File: src/rtl/systolic_ctrl_pkg.sv
// Shared types and constants for the systolic bank sequencer:
// FSM state encoding, datapath mode codes and PE control bit positions.
package systolic_ctrl_pkg;

    typedef enum logic [2:0] {
        IDLE,
        BN_LOAD,
        STREAM,
        DRAIN,
        DONE
    } state_t;

    localparam logic MODE_CONV = 1'b0;
    localparam logic MODE_MM   = 1'b1;

    // Each column carries a 6-bit {A,B,C,D,E,H} control slice, A in the MSB
    localparam int PE_CTRL_W = 6;
    localparam int PE_A      = 5;
    localparam int PE_B      = 4;
    localparam int PE_C      = 3;
    localparam int PE_D      = 2;
    localparam int PE_E      = 1;
    localparam int PE_H      = 0;

endpackage

File: src/rtl/systolic_bank_ctrl_skew.sv
// Clearable shift register; taps[k] is din delayed by DEPTH-NTAPS+k+1 cycles.
// No backpressure: shifts every cycle, so input bubbles travel as gaps.
module skew_delay #(
    parameter int WIDTH = 2,
    parameter int DEPTH = 6,
    parameter int NTAPS = 4
) (
    input  logic                         clk,
    input  logic                         rst,
    input  logic [WIDTH-1:0]             din,
    output logic [NTAPS-1:0][WIDTH-1:0]  taps
);

    logic [DEPTH-1:0][WIDTH-1:0] sr;

    always_ff @(posedge clk) begin
        if (!rst) begin
            sr <= '0;
        end else begin
            sr <= {sr[DEPTH-2:0], din};
        end
    end

    assign taps = sr[DEPTH-1 -: NTAPS];

endmodule

File: src/rtl/systolic_bank_ctrl.sv
// Sequencer for one systolic bank: BN load, vector streaming, skewed G/F strobes, drain, done.
// Input side is valid/ready on BN words and vectors; stalls only delay, never drop, transfers.
module systolic_bank_ctrl
    import systolic_ctrl_pkg::*;
#(
    parameter int NCOLS    = 4,
    parameter int NROWS    = 3,
    parameter int LEN_W    = 10,
    parameter int PE_LAT   = 3,
    parameter int BN_WORDS = 8
) (
    input  logic                        clk,
    input  logic                        rst,
    input  logic                        start,
    input  logic                        cfg_conv_mm,
    input  logic                        cfg_isac,
    input  logic                        cfg_isrelu,
    input  logic                        cfg_isbn,
    input  logic [LEN_W-1:0]            cfg_len,
    input  logic [NROWS-1:0]            cfg_row_mask,
    input  logic [PE_CTRL_W*NCOLS-1:0]  cfg_pe_ctrl,
    input  logic                        src_valid,
    output logic                        src_ready,
    input  logic                        bn_valid,
    input  logic [15:0]                 bn_data,
    output logic                        bn_ready,
    output logic                        in_en,
    output logic [NROWS-1:0]            active,
    output logic                        conv_mm,
    output logic                        isac,
    output logic                        isrelu,
    output logic                        isbn,
    output logic [PE_CTRL_W*NCOLS-1:0]  pe_ctrl,
    output logic [15:0]                 bn_param_in,
    output logic                        bn_param_in_en,
    output logic [NCOLS-1:0]            g_en,
    output logic [NCOLS-1:0]            f_en,
    output logic                        busy,
    output logic                        done
);

    localparam int SKEW = PE_LAT + NCOLS - 1;
    localparam int DW   = $clog2(SKEW + 1);
    localparam int BW   = $clog2(BN_WORDS + 1);

    state_t                      state, state_nxt;
    logic [LEN_W-1:0]            len_q, len_cnt;
    logic [NROWS-1:0]            row_mask_q;
    logic [BW-1:0]               bn_cnt;
    logic [DW-1:0]               drain_cnt;
    logic                        bn_xfer, src_xfer, last;
    logic [NCOLS-1:0][1:0]       skew_taps;

    assign bn_xfer  = (state == BN_LOAD) && bn_valid;
    assign src_xfer = (state == STREAM) && src_valid;
    assign last     = src_xfer && (len_cnt == len_q - LEN_W'(1));

    always_ff @(posedge clk) begin
        if (!rst) begin
            state <= IDLE;
        end else begin
            state <= state_nxt;
        end
    end

    always_comb begin
        state_nxt = state;
        case (state)
            IDLE: begin
                if (start) begin
                    if (cfg_isbn)
                        state_nxt = BN_LOAD;
                    else if (cfg_len != '0)
                        state_nxt = STREAM;
                    else
                        state_nxt = DONE;
                end
            end
            BN_LOAD: begin
                if (bn_xfer && bn_cnt == BW'(BN_WORDS - 1))
                    state_nxt = (len_q != '0) ? STREAM : DONE;
            end
            STREAM: begin
                if (last)
                    state_nxt = DRAIN;
            end
            DRAIN: begin
                if (drain_cnt == DW'(SKEW - 1))
                    state_nxt = DONE;
            end
            DONE:    state_nxt = IDLE;
            default: state_nxt = IDLE;
        endcase
    end

    always_comb begin
        bn_ready       = 1'b0;
        bn_param_in    = '0;
        bn_param_in_en = 1'b0;
        src_ready      = 1'b0;
        in_en          = 1'b0;
        active         = '0;
        busy           = (state != IDLE);
        done           = (state == DONE);
        case (state)
            BN_LOAD: begin
                bn_ready       = 1'b1;
                bn_param_in    = bn_data;
                bn_param_in_en = bn_valid;
            end
            STREAM: begin
                src_ready = 1'b1;
                in_en     = src_valid;
                active    = row_mask_q;
            end
            DRAIN:   active = row_mask_q;
            default: ;
        endcase
    end

    // Config stays visible after the job so the bank keeps its mode while idle
    always_ff @(posedge clk) begin
        if (!rst) begin
            conv_mm    <= 1'b0;
            isac       <= 1'b0;
            isrelu     <= 1'b0;
            isbn       <= 1'b0;
            pe_ctrl    <= '0;
            len_q      <= '0;
            row_mask_q <= '0;
            bn_cnt     <= '0;
            len_cnt    <= '0;
            drain_cnt  <= '0;
        end else begin
            if (state == IDLE && start) begin
                conv_mm    <= cfg_conv_mm;
                isac       <= cfg_isac;
                isrelu     <= cfg_isrelu;
                isbn       <= cfg_isbn;
                pe_ctrl    <= cfg_pe_ctrl;
                len_q      <= cfg_len;
                row_mask_q <= cfg_row_mask;
                bn_cnt     <= '0;
                len_cnt    <= '0;
            end
            if (bn_xfer)
                bn_cnt <= bn_cnt + 1'b1;
            if (src_xfer)
                len_cnt <= len_cnt + 1'b1;
            drain_cnt <= (state == DRAIN) ? drain_cnt + 1'b1 : '0;
        end
    end

    skew_delay #(
        .WIDTH (2),
        .DEPTH (SKEW),
        .NTAPS (NCOLS)
    ) u_skew (
        .clk  (clk),
        .rst  (rst),
        .din  ({last, in_en}),
        .taps (skew_taps)
    );

    always_comb begin
        for (int j = 0; j < NCOLS; j++) begin
            g_en[j] = skew_taps[j][0];
            f_en[j] = skew_taps[j][1];
        end
    end

endmodule

File: config.mk
export PLATFORM = sky130hd
export DESIGN_NAME = systolic_bank_ctrl
export DESIGN_NICKNAME = d
export VERILOG_FILES = /design/src/rtl/systolic_ctrl_pkg.sv /design/src/rtl/systolic_bank_ctrl_skew.sv /design/src/rtl/systolic_bank_ctrl.sv
export SDC_FILE = /design/constraint.sdc
export NUM_CORES = 1
export LEC_CHECK = 0
export CORE_MARGIN = 5
export CORE_UTILIZATION = 48
export CTS_CLUSTER_DIAMETER = 200
export DETAILED_ROUTE_END_ITERATION = 8
export HOLD_SLACK_MARGIN = 0.06
export PLACE_DENSITY = 0.85
export SLEW_MARGIN = 20
export SYNTH_ARGS = -nofsm -noshare
export SYNTH_HDL_FRONTEND = slang
export SYNTH_HIERARCHICAL = 1
export SYNTH_SLANG_ARGS = --single-unit
File: constraint.sdc
create_clock -name clk -period 4.1 [get_ports clk]
set_input_delay 1.23 -clock clk [delete_from_list [all_inputs] [get_ports clk]]
set_output_delay 1.23 -clock clk [all_outputs]
set_load 0.02 [all_outputs]
==> summary.md <==
| Metric | Value |
|---|---|
| Flop pwr share | `35.4%` |
| Hold Slack | `about 440 ps` |
| Die X | `between 90 and 100 µm` |
| Grt ovf | `0` |
| Max frequency | `262 MHz` |
| Switch Pwr | `0.000940 W` |
| H-tree depth | `3` |
| Finished Layout Cells | `626` |
| Core ar. | `a little under 7000 µm²` |
| Worst slew margin | `53.8%` |
| Least-Margin Pin Slew | `692 ps` |
| TritonCTS Sinks | `73` |
| Storage cell area | `1460 µm²` |
| Top cells by area, synth | `dfxtp_1 42%, nand2_1 11%, and2_1 5.3%, a21boi_1 4.4%, a21oi_1 3.6%` |
| Initial Utilization | `49.9%` |
| Sequential share of the synthesized area | `between 40% and 50%` |
| Clock Skews | `between 9 and 10 ps` |
| Final WL | `between 8 and 9 mm` |
| Die area | `8980 µm²` |
| Max rail drop VDD | `0.000369 V` |
| Cts hold-fix bufs | `0` |
| Row count | `30` |
| Area leader, netlist | `dfxtp_1` |
| Clock latency on the worst-skew pair | `340 ps` |
| Post-CTS Resized | `0` |
| Hold Crit Depth | `1` |
| Final setup fails | `0` |
| CTS tree | `done` |
| Chip height | `94.7 µm` |
| Vias post-DR | `3,136` |
| Max_cap viols | `0` |
| Layout fillers | `594` |
| Clock transition at path regs | `roughly 70 ps` |
| Io pins | `123` |
| Synthesized area per cell | `8.27 µm²` |
| Syn Nets | `around 490` |
| CP endpoint kind | `output port` |
| Final min period | `between 3000 and 4000 ps` |
| Violation count after the first detailed-route iteration | `around 110` |
| RR Startpoint | `len_q[0]` |
| Setup Crit Path Kind | `in -> out` |
| Synthesized area | `around 3400 µm²` |
| Design Power | `0.00253 W` |
| Most frequent cell after synthesis | `nand2_1` |
| Post-CTS Setup Bufs | `0` |
| CP arrival | `between 2000 and 3000 ps` |
| GRT Total Usage | `19.2%` |
| Max Slew Vio Count | `0` |
| RD Place Congestion | `0.815` |
| Layout Utilization | `70.3%` |
| Reg2reg path depth | `8` |
| First-pass GRT wire length | `around 14 mm` |
| Vias/cell | `5.01` |
| Main synth FF type | `dfxtp_1` |
| Port buffer count | `122` |
| Int Power | `0.00159 W` |
| Nets | `593` |
| Dpl cells | `610` |
| Setup TNS | `0 ps` |
| Async set-reset flop share out of synthesis | `0%` |
| CTS Buf Count | `9` |
| Area Growth Syn to Fin | `40.9%` |
| Yosys top cell area share | `42.4%` |
| Detailed Place HPWL | `6.42 mm` |
| Clk buf depth | `2` |
| Comb pwr share | `roughly 42%` |
| Initial antenna violation count | `0` |
| YS warnings | `6` |
| Worst hold path type | `reg -> reg` |
| Multi-input logic area | `1750 µm²` |
| Final Hold Viols | `0` |
| Synth cell types | `56` |
| LEAKAGE | `1.89 nW` |
| RSZ-0062 raised after global routing | `false` |
| Pwr/cell area | `521 nW/µm²` |
| Wire per inst | `roughly 13 µm` |
| Number of flops mapped to enable cells by yosys | `0` |
| Sw Share | `37.1%` |
| Antenna viol nets, final | `0` |
| CTS root buffer | `clkbuf_8` |
| Status | `finished, final reports clean` |
| Worst Hold End | `bn_cnt[3]` |
| Clock power frac | `22.4%` |
| Startpoint types | `input pin` |
| Largest net degree at the start of global routing | `49` |
| Vias in the first global route | `3,067` |
| #FFs+latches synth | `73` |
| Ratio of cells with drive above 1 in the final layout | `8.11%` |
| CP max FO | `5` |
| Syn Inst Count | `417` |
| Reg2reg end | `state[0]` |
| Critical Path RT | `2870 ps` |
| # DRC | `0` |
| Hold wc startpoint | `bn_cnt[3]` |
| ANT cells | `0` |
| Top cells by count, synth | `102 x nand2_1, 73 x dfxtp_1, 29 x and2_1, 25 x a21oi_1, 20 x a21boi_1` |
| Fin crit share | `between 90% and 100%` |
| R2R Setup Slk | `about 1800 ps` |
| DRT Pass-1 Iters | `4` |
## metrics by stage
stage / cell area [µm²] / setup slack, ps
2_1_floorplan: 3450 / 1210
3_3_place_gp: 4650 / 305
3_5_place_dp: 4650 / 299
4_1_cts: 4860 / 294
5_1_grt: 4860 / 258
6_report: 4860 / 288
## cell families after synthesis
family,after synthesis,share of synthesized area (%)
simple gates,202,29.4
compound gates,75,14.7
flops,73,42.4
buf+inv,44,6.86
xor+xnor,13,3.30
fa+ha+maj,6,2.18
mux,4,1.16
## metal layers
layer / GRT usage (%) / routed length (µm)
met5: 0 / 0
met4: 5.77 / 163
met3: 9.40 / 710
met2: 33.6 / 4230
met1: 20.1 / 3300
## registers in the layout, summed over array words and instances, names as in the netlist, 3 cells and up
signal       cells
pe_ctrl         24
len_cnt         10
u_skew/taps      8
len_q           10
state            3
drain_cnt        3
row_mask_q       3
bn_cnt           4
u_skew/sr        4
## power by group through the flow
stage	Sequential, W	Clock (W)	Combinational [W]
floorplan	0.000947	0	0.000623
global placement	0.000907	0	0.00104
detailed placement	0.000912	0	0.00107
CTS	0.000895	0.000587	0.00107
global route	0.000914	0.000621	0.00116
finish	0.000896	0.000568	0.00107
## critical path, stage by stage
cell and delay (ps):
clkdlybuf4s50_1 490, nand2_1 120, inv_2 120, clkdlybuf4s50_1 620
## placed cells by master, fill, tap and decap left out, types with 2 or more instances in the layout
cell type / netlist / layout
nor2_1: 16 / 16
o31ai_1: 2 / 2
and2_1: 29 / 29
nor4_1: 4 / 4
dfxtp_1: 73 / 73
inv_2: 2 / 2
nand3_1: 13 / 13
nor3_1: 5 / 5
a21boi_0: 2 / 2
and3_1: 3 / 3
buf_4: 9 / 8
or4_1: 2 / 2
a31oi_1: 2 / 2
clkdlybuf4s50_1: 0 / 122
a21boi_1: 20 / 20
and2b_2: 2 / 2
o21ai_1: 2 / 2
mux2i_1: 4 / 4
inv_1: 9 / 9
and2_2: 8 / 8
nand2_1: 102 / 102
xnor2_1: 6 / 6
o21ai_0: 4 / 4
clkinv_4: 0 / 2
ha_1: 6 / 6
a211oi_1: 3 / 3
a21oi_1: 25 / 25
nand2b_1: 2 / 2
xor2_1: 7 / 7
o211ai_1: 2 / 2
nor3b_1: 2 / 2
nor2b_1: 3 / 3
clkbuf_8: 0 / 10
## worst max-delay path by stage
| stage | slack, ps | startpoint | end | cells after the start |
|---|---|---|---|---|
| final | 290 | bn_valid | bn_param_in_en | 4 |
| after global routing | 260 | src_valid | in_en | 4 |
| after CTS | 290 | bn_valid | bn_param_in_en | 4 |
| after detailed placement | 300 | bn_valid | bn_param_in_en | 4 |
| after global placement | 310 | src_valid | in_en | 4 |
| after floorplan | 1210 | src_valid | in_en | 3 |
## cell type report
cell class              instances  area share (%)
repair buffers                130            26.4
well taps                      96            2.47
inverters                      11           0.850
clock buffers                  11            2.91
clock inverters                 5            1.31
flip-flops and latches         73            30.1
multi-input cells             300            36.0
No activity file was read; power rests on OpenSTA's default activity.
